--- config.mk ---
export PLATFORM = sky130hd
export DESIGN_NAME = store_buffer_flat
export DESIGN_NICKNAME = d
export VERILOG_FILES = /design/src/rtl/store_buffer_if.sv /design/src/rtl/store_buffer.sv /design/src/flat_wrapper.sv
export SDC_FILE = /design/constraint.sdc
export NUM_CORES = 1
export LEC_CHECK = 0
export CAP_MARGIN = 20
export CORE_ASPECT_RATIO = 0.75
export CORE_MARGIN = 1.5
export CORE_UTILIZATION = 50
export DETAILED_ROUTE_END_ITERATION = 10
export PLACE_DENSITY = 0.76
export RECOVER_POWER = 100
export SKIP_LAST_GASP = 1
export SYNTH_ARGS = -nofsm -noshare
export SYNTH_HDL_FRONTEND = slang
export SYNTH_SLANG_ARGS = --single-unit
--- constraint.sdc ---
create_clock -name clk -period 10.5 [get_ports clk]
set_clock_uncertainty 0.2 [all_clocks]
set_input_delay 2.625 -clock clk [delete_from_list [all_inputs] [get_ports clk]]
set_output_delay 2.625 -clock clk [all_outputs]
set_load 0.005 [all_outputs]
--- src/rtl/store_buffer_if.sv ---
// rtl/store_buffer_if.sv - datapath/DataMemory signal bundle for the posted-write store buffer
interface store_buffer_if #(
  parameter int DEPTH = 4,
  parameter int AW    = 32,
  parameter int DW    = 32
);
  localparam int CW = $clog2(DEPTH) + 1;

  logic          MemWrite;
  logic          MemRead;
  logic [AW-1:0] adress;
  logic [DW-1:0] wdata;
  logic [DW-1:0] rdata;
  logic          stall;
  logic          dm_MemWrite;
  logic          dm_MemRead;
  logic [AW-1:0] dm_adress;
  logic [DW-1:0] dm_wdata;
  logic [DW-1:0] dm_rdata;
  logic [CW-1:0] count;
  logic          empty;

  modport slave (
    input  MemWrite, MemRead, adress, wdata, dm_rdata,
    output rdata, stall, dm_MemWrite, dm_MemRead, dm_adress, dm_wdata, count, empty
  );

  modport master (
    output MemWrite, MemRead, adress, wdata, dm_rdata,
    input  rdata, stall, dm_MemWrite, dm_MemRead, dm_adress, dm_wdata, count, empty
  );
endinterface

--- src/rtl/store_buffer.sv ---
// rtl/store_buffer.sv - coalescing posted-write buffer with load forwarding in front of DataMemory
module store_buffer #(
  parameter int DEPTH = 4,
  parameter int AW    = 32,
  parameter int DW    = 32
) (
  input  logic          clk,
  input  logic          rst,
  store_buffer_if.slave sb
);
  localparam int PW = $clog2(DEPTH);
  localparam int CW = PW + 1;

  logic [DEPTH-1:0] valid;
  logic [AW-1:0]    addr_q [DEPTH];
  logic [DW-1:0]    data_q [DEPTH];
  logic [PW-1:0]    head;
  logic [PW-1:0]    tail;
  logic [CW-1:0]    cnt;

  logic             hit;
  logic [PW-1:0]    hit_idx;
  logic             full;
  logic             store_hit;
  logic             enq;
  logic             drain;

  // Coalescing keeps at most one valid entry per address, so the match is one-hot.
  always_comb begin
    hit     = 1'b0;
    hit_idx = '0;
    for (int i = 0; i < DEPTH; i++) begin
      if (valid[i] && (addr_q[i] == sb.adress)) begin
        hit     = 1'b1;
        hit_idx = PW'(i);
      end
    end
  end

  assign full      = (cnt == CW'(DEPTH));
  assign store_hit = sb.MemWrite & hit;
  assign enq       = sb.MemWrite & ~hit & ~full;
  // A store rewriting the head entry holds off its drain so the newer value is not lost.
  assign drain     = ~sb.MemRead & (cnt != '0) & ~(store_hit & (hit_idx == head));

  assign sb.stall = sb.MemWrite & ~hit & full;
  assign sb.count = cnt;
  assign sb.empty = (cnt == '0);
  assign sb.rdata = (sb.MemRead & hit) ? data_q[hit_idx] : sb.dm_rdata;

  always_comb begin
    sb.dm_MemWrite = 1'b0;
    sb.dm_MemRead  = 1'b0;
    sb.dm_adress   = sb.adress;
    sb.dm_wdata    = sb.wdata;
    if (sb.MemRead) begin
      sb.dm_MemRead = 1'b1;
    end else if (drain) begin
      sb.dm_MemWrite = 1'b1;
      sb.dm_adress   = addr_q[head];
      sb.dm_wdata    = data_q[head];
    end
  end

  always_ff @(posedge clk or posedge rst) begin
    if (rst) begin
      valid <= '0;
      head  <= '0;
      tail  <= '0;
      cnt   <= '0;
      for (int i = 0; i < DEPTH; i++) begin
        addr_q[i] <= '0;
        data_q[i] <= '0;
      end
    end else begin
      if (store_hit) begin
        data_q[hit_idx] <= sb.wdata;
      end
      // tail == head only when empty (no drain) or full (no enqueue), so these never collide.
      if (enq) begin
        valid[tail]  <= 1'b1;
        addr_q[tail] <= sb.adress;
        data_q[tail] <= sb.wdata;
        tail         <= tail + 1'b1;
      end
      if (drain) begin
        valid[head] <= 1'b0;
        head        <= head + 1'b1;
      end
      cnt <= cnt + {{PW{1'b0}}, enq} - {{PW{1'b0}}, drain};
    end
  end
endmodule

--- src/flat_wrapper.sv ---
// flat-port wrapper written by rule: the top's interface ports become plain ports
module store_buffer_flat 
#(
  parameter int DEPTH = 4,
  parameter int AW    = 32,
  parameter int DW    = 32
)
  (clk, rst, sb_MemWrite, sb_MemRead, sb_adress, sb_wdata, sb_dm_rdata, sb_rdata, sb_stall, sb_dm_MemWrite, sb_dm_MemRead, sb_dm_adress, sb_dm_wdata, sb_count, sb_empty);
  store_buffer_if #(.DEPTH(DEPTH), .AW(AW), .DW(DW)) sb_i ();
  input  logic clk;
  input  logic rst;
  input wire logic [$bits(sb_i.MemWrite)-1:0] sb_MemWrite;
  input wire logic [$bits(sb_i.MemRead)-1:0] sb_MemRead;
  input wire logic [$bits(sb_i.adress)-1:0] sb_adress;
  input wire logic [$bits(sb_i.wdata)-1:0] sb_wdata;
  input wire logic [$bits(sb_i.dm_rdata)-1:0] sb_dm_rdata;
  output wire logic [$bits(sb_i.rdata)-1:0] sb_rdata;
  output wire logic [$bits(sb_i.stall)-1:0] sb_stall;
  output wire logic [$bits(sb_i.dm_MemWrite)-1:0] sb_dm_MemWrite;
  output wire logic [$bits(sb_i.dm_MemRead)-1:0] sb_dm_MemRead;
  output wire logic [$bits(sb_i.dm_adress)-1:0] sb_dm_adress;
  output wire logic [$bits(sb_i.dm_wdata)-1:0] sb_dm_wdata;
  output wire logic [$bits(sb_i.count)-1:0] sb_count;
  output wire logic [$bits(sb_i.empty)-1:0] sb_empty;
  assign sb_i.MemWrite = sb_MemWrite;
  assign sb_i.MemRead = sb_MemRead;
  assign sb_i.adress = sb_adress;
  assign sb_i.wdata = sb_wdata;
  assign sb_i.dm_rdata = sb_dm_rdata;
  assign sb_rdata = sb_i.rdata;
  assign sb_stall = sb_i.stall;
  assign sb_dm_MemWrite = sb_i.dm_MemWrite;
  assign sb_dm_MemRead = sb_i.dm_MemRead;
  assign sb_dm_adress = sb_i.dm_adress;
  assign sb_dm_wdata = sb_i.dm_wdata;
  assign sb_count = sb_i.count;
  assign sb_empty = sb_i.empty;
  store_buffer #(.DEPTH(DEPTH), .AW(AW), .DW(DW)) u_core (.clk(clk), .rst(rst), .sb(sb_i));
endmodule
Word level (Yosys, flattened, before mapping)
Cells that the tools add are included.
Widths: inputs -> output; s select.
- flip-flop bits (word level): 267
- input bits: 100
- output and inout bits: 103
- word-level logic and storage cells: 98
- add/sub/neg operators: 4
- order comparisons: 9
- eq/ne operators: 6
- mux-type cells: 39
- bitwise operators: 18
- reduce and logical (&&, ||, !) cells: 10
- operators with widths (operator ; count):
    $mux 32 ; 13
    $bwmux 128 ; 3
    $mux 128 ; 2
    $bmux 32 s2 ; 3
    $demux 32 s2 ; 2
    $eq 32x32->1 ; 4
    $mux 1 ; 10
    $ge 3x3->1 const B ; 3
    $not 2->3 ; 3
    $and 1x1->1 ; 8
    $logic_and 1x1->1 ; 8
    $mux 4 ; 2
    $lt 2x3->1 const B ; 2
    $lt 3x1->1 const B ; 2
    $add 2x1->2 const B ; 2
    $and 4x4->4 ; 1
    $demux 1 s2 ; 2
    $ge 2x1->1 const B ; 2
    $mux 2 ; 2
    $not 1->1 ; 4
    $not 4->4 ; 1
    $or 4x4->4 ; 1
    $add 3x1->3 ; 1
    $eq 3x3->1 const B ; 1
    other kinds (4) ; 4

Logic depth before layout (Yosys ltp)
- word-level depth: 14
- gate-level depth with buffers: 18

Worst setup path after synthesis
Ideal clock, no wire load.
- path kind: input to output
- from: in sb_adress[28]
- to: out sb_dm_adress[10]
- data arrival time: 4825 ps
- data required time: 7675 ps
- path slack: 2850 ps
- stages on the path: 11
- path buffers: 3
- cell sequence: buf_2 -> xnor2_1 -> nand2_1 -> or3b_1 -> nor4_1 -> and4_1 -> buf_2 -> o21a_1 -> nor3_2 -> buf_2 -> o32ai_1
- longest elaborated chain between the ends: 12
- elaborated cells on any way between the ends: 22
- classes of those cells: 5 x eq/ne; 9 x mux; 4 x bitwise; 4 x reduce/logical
- ends and longest elaborated chain (element ; line ; RTL):
    start, declared ; flat_wrapper.sv:14 ; input wire logic [$bits(sb_i.adress)-1:0] sb_adress;
    $eq 32x32->1 ; store_buffer.sv:33 ; if (valid[i] && (addr_q[i] == sb.adress)) begin
    $logic_and 1x1->1 ; store_buffer.sv:33 ;
    $mux 1 (4 in a row) ; store_buffer.sv:33 ;
    $and 1x1->1 ; store_buffer.sv:41 ; assign store_hit = sb.MemWrite & hit;
    $and 1x1->1 * ; store_buffer.sv:44 ; assign drain = ~sb.MemRead & (cnt != '0) & ~(store_hit & (hit_idx == head));
    $not 1->1 * ; store_buffer.sv:44 ;
    $and 1x1->1 * ; store_buffer.sv:44 ;
    $mux 32 * ; store_buffer.sv:58 ; end else if (drain) begin
    $mux 32 * ; store_buffer.sv:56 ; if (sb.MemRead) begin
    end, declared ; flat_wrapper.sv:21 ; output wire logic [$bits(sb_i.dm_adress)-1:0] sb_dm_adress;
Mark *: on every way between the ends. The rest lies on a longest branch, timed or not.

Final worst setup path
- from: in sb_adress[0]
- to: out sb_rdata[25]
- longest elaborated chain between the ends: 10
- elaborated cells on any way between the ends: 21
- classes of those cells: 4 x eq/ne; 11 x mux; 2 x bitwise; 4 x reduce/logical
- ends and longest elaborated chain (element ; line ; RTL):
    $eq 32x32->1 ; store_buffer.sv:33 ;
    $logic_and 1x1->1 ; store_buffer.sv:33 ;
    $mux 1 ; store_buffer.sv:33 ;
    $mux 2 (2 in a row) ; store_buffer.sv:33 ;
    $not 2->3 (implied by the code) ; store_buffer.sv:49 ; assign sb.rdata = (sb.MemRead & hit) ? data_q[hit_idx] : sb.dm_rdata;
    $bmux 32 s2 ; store_buffer.sv:49 ;
    $mux 32 (implied by the code) (2 in a row) ; store_buffer.sv:49 ;
    $mux 32 * ; store_buffer.sv:49 ;
    end, declared ; flat_wrapper.sv:17 ; output wire logic [$bits(sb_i.rdata)-1:0] sb_rdata;
Mark *: on every way between the ends. The rest lies on a longest branch, timed or not. The select of a mux whose other input is x is not followed.

==> Flow_metrics.wiki <==
{| class="wikitable"
! Metric !! Value
|-
| Leakage Power || 7.68 nW
|-
| Crit path kind || in -> out
|-
| CTS clk-pin slew, worst paths || 60 ps
|-
| Effective utilization at floorplan || 50.7%
|-
| Slowest Stage Delay on Critical Path || 680 ps
|-
| Mean post-synth cell area || 11.1 µm²
|-
| Start of the worst register-to-register path || u_core.addr_q[96]$_DFFE_PP0P_
|-
| TritonCTS clock tree || built
|-
| Core Rows || 57
|-
| Drt pass-1 iters || 5
|-
| Fin worst setup slack || 372 ps
|-
| Postcts setup bufs || 0
|-
| Worst relative slew slack || -238%
|-
| Total power of the final layout || 5.65 mW
|-
| DR vias || 12900
|-
| Dominant register cell in the synthesized netlist || dfrtp_1
|-
| Area after detailed placement || 18500 µm²
|-
| Number of endpoints with negative hold slack in the final report || 0
|-
| Sum of routed wire length over all layers || between 50 and 60 mm
|-
| Post-route setup TNS || 0 ps
|-
| Clock insertion delay at the later pin of the skew report || between 500 and 600 ps
|-
| Routed via count divided by cell count || 6.27
|-
| Gate Count Post-Synth || 1474
|-
| CTS buffer count || 28
|-
| PwrDens || roughly 300 nW/µm²
|-
| Critical Path, Cell by Cell || dlygate4sd3_1, xnor2_1, nand4_1, or4_1, nor3_1, o21ai_1, clkbuf_2, mux2_2, clkdlybuf4s50_1
|-
| I/O pin count || approximately 200
|-
| Area added between synthesis and finish || 16.6%
|-
| Worst Setup Slack post-DPL || 1070 ps
|-
| Antenna violations before repair || 1
|-
| Count of cell types in the netlist || 55
|-
| Source of the critical timing path || sb_adress[0]
|-
| Number of remaining DRC errors || 0
|-
| Worst IR drop on VDD || 0.150 mV
|-
| Nets in the synthesized netlist || 1585
|-
| Cells resized by post-CTS repair || 0
|-
| Layout cells sized above 1 || 15.3%
|-
| CTS root buffer || clkbuf_16
|-
| Startpoint of the tightest hold check path || u_core.data_q[74]$_DFF_PP0_
|-
| Synthesis-stage register bit count || 267
|-
| Max FO, Critical Path || 23
|-
| Hold bufs inserted after CTS || 0
|-
| Maximum number of pins on one net before global-route repair || 110
|-
| Area of the placeable core || 32200 µm²
|-
| Final #Nets || 1708
|-
| CP Data Arrival Time || about 7300 ps
|-
| Netlist Area Pre-Place || around 16000 µm²
|-
| Sort of element at the end of the critical path || output port
|-
| Tightest Hold Check Type || reg -> reg
|-
| Maximum level of the CTS H-tree || 1
|-
| Failing checks || max-capacitance violations, max-slew violations
|-
| Final setup fails || 0
|-
| Critical Path Slowest Stage Cell || dlygate4sd3_1
|-
| Final RePlAce weighted congestion || 1.02
|-
| Number of max-slew violations in the final report || a little under 600
|-
| Worst Hold Margin || 309 ps
|-
| Number of port buffers || ~200
|-
| Number of sinks on the clock net || 267
|-
| GRT Overall Usage || about 30%
|-
| Setup repair after global routing missed its margin || false
|-
| Number of enable flip-flop cells after synthesis || 0
|-
| Highest Clock Rate || just under 100 MHz
|-
| Share of synthesized flip-flops with an asynchronous set or reset || between 90% and 100%
|-
| Die Wd || 212 µm
|-
| Fin crit period || 10130 ps
|-
| YS warnings || 0
|-
| Final instance area || 19000 µm²
|-
| Required time of the critical path || about 7700 ps
|-
| First-pass GRT wire length || 76.9 mm
|-
| Final routed wire length divided by cell count || 24.5 µm
|-
| Sequential-to-total area share from yosys stat || 40.9%
|-
| Status || finished, violations left
|-
| Maximum Capacitance Violations || 11
|-
| Number of buffers on the longest clock path || 3
|-
| Die boundary height || 160 µm
|-
| Detailed Route Iter0 Violations || roughly 1300
|-
| Final period utilization || 96.5%
|-
| Die area || between 30000 and 40000 µm²
|-
| Via count of the first global-routing pass || 12500
|-
| Final HPWL DP || 34.5 mm
|-
| Global route total overflow || 0
|-
| Number of nets with antenna violations after routing || 0
|-
| Worst Setup Start Kind || input port
|-
| Actual slew at the worst max-slew pin || 5040 ps
|}
layout make-up:
cell class,count,area (µm²)
clock buffer,45,856
inverter,82,309
multi-input combinational,992,8350
fill,2750,13200
sequential,267,6690
tap,442,553
antenna,1,2.50
clock inverter,5,78.8
timing repair buffer,226,2200
power by group:
group	leakage (nW)	switching (mW)	internal, mW
registers	3.23	0.509	1.55
clock network	0.459	0.422	0.603
logic	3.99	1.25	1.32
cell usage after synthesis, types with 5 or more instances:
master,count,area [µm²]
o32ai_1,64,561
buf_6,10,113
inv_1,82,308
nand3_1,17,85.1
clkbuf_1,44,165
a22oi_1,62,465
xnor2_1,108,946
nor3_1,11,55.1
nand2_1,179,672
dfrtp_1,267,6680
ha_1,10,125
nor2_1,14,52.6
nand4_1,46,288
buf_1,11,41.3
mux2_1,7,78.8
buf_4,12,90.1
or4_1,5,37.5
nor4_1,13,81.3
xor2_1,17,149
mux2_2,101,1140
nand2b_1,14,87.6
buf_2,55,275
mux4_2,64,1440
o21ai_0,126,631
mux2_4,84,1260
path summary, 6_finish.rpt:
path	slack, ps	end	cells after the start
max in group asynchronous	2170	u_core.addr_q[126]$_DFFE_PP0P_	4
hold reg to reg	310	u_core.data_q[74]$_DFF_PP0_	1
setup reg to reg	3960	u_core.data_q[37]$_DFF_PP0_	9
setup / recovery	370	sb_rdata[25]	9
hold / removal	310	u_core.data_q[74]$_DFF_PP0_	1
min in group asynchronous	3840	u_core.data_q[0]$_DFF_PP0_	2
cells by family after synthesis:
kind of cell / synth area share [%]
AOI/OAI and AO/OA: 11.8
xor gates and xnor gates: 6.80
adders and majority gates: 0.889
buffers and inverters: 6.11
DFF: 40.9
muxes: 24.0
and+or+nand+nor: 9.51
worst max-delay path: cells and delay by family:
kind,cells,cell delay (ps)
buf+inv,3,1690
simple gates,3,1450
compound gates,1,560
xor+xnor,1,540
mux,1,410
layout by cell type (no fill, tap or decap), types with 5 or more instances in the layout:
| cell | synthesis | routed |
|---|---|---|
| clkbuf_1 | 44 | 14 |
| o32ai_1 | 64 | 64 |
| o21ai_0 | 126 | 129 |
| mux2_2 | 101 | 101 |
| mux2_1 | 7 | 90 |
| clkbuf_8 | 0 | 7 |
| dfrtp_1 | 267 | 265 |
| mux4_2 | 64 | 64 |
| a22oi_1 | 62 | 62 |
| clkbuf_16 | 0 | 29 |
| xnor2_1 | 108 | 109 |
| nor3_1 | 11 | 11 |
| dlygate4sd3_1 | 0 | 65 |
| nand2b_1 | 14 | 14 |
| nand2_1 | 179 | 180 |
| inv_1 | 82 | 81 |
| or4_1 | 5 | 5 |
| nand3_1 | 17 | 17 |
| buf_4 | 12 | 14 |
| nor4_1 | 13 | 13 |
| clkdlybuf4s50_1 | 0 | 137 |
| nand4_1 | 46 | 46 |
| nor2_1 | 14 | 12 |
| ha_1 | 10 | 10 |
| xor2_1 | 17 | 17 |
state kept, by name, summed over array words and instances, names as in the netlist:
register,flops
u_core.tail,2
u_core.addr_q,128
u_core.data_q,128
u_core.sb.count,3
u_core.valid,4
u_core.head,2
layer usage:
layer  vias up  GRT usage, %  wire, µm
li1       5596             -         -
met1      6598          46.3     23100
met2       647          42.8     21800
met3        70          6.43      4550
met4         0          6.59      1060
met5         -             0         0
metrics by stage:
step	utilization [%]	std cells
after detailed placement	57.3	2007
after CTS	60.2	2057
after global placement	57.3	2007
after global routing	59.1	2060
final	59.1	2060
after floorplan	-	1474
No activity file was read; power rests on OpenSTA's default activity.
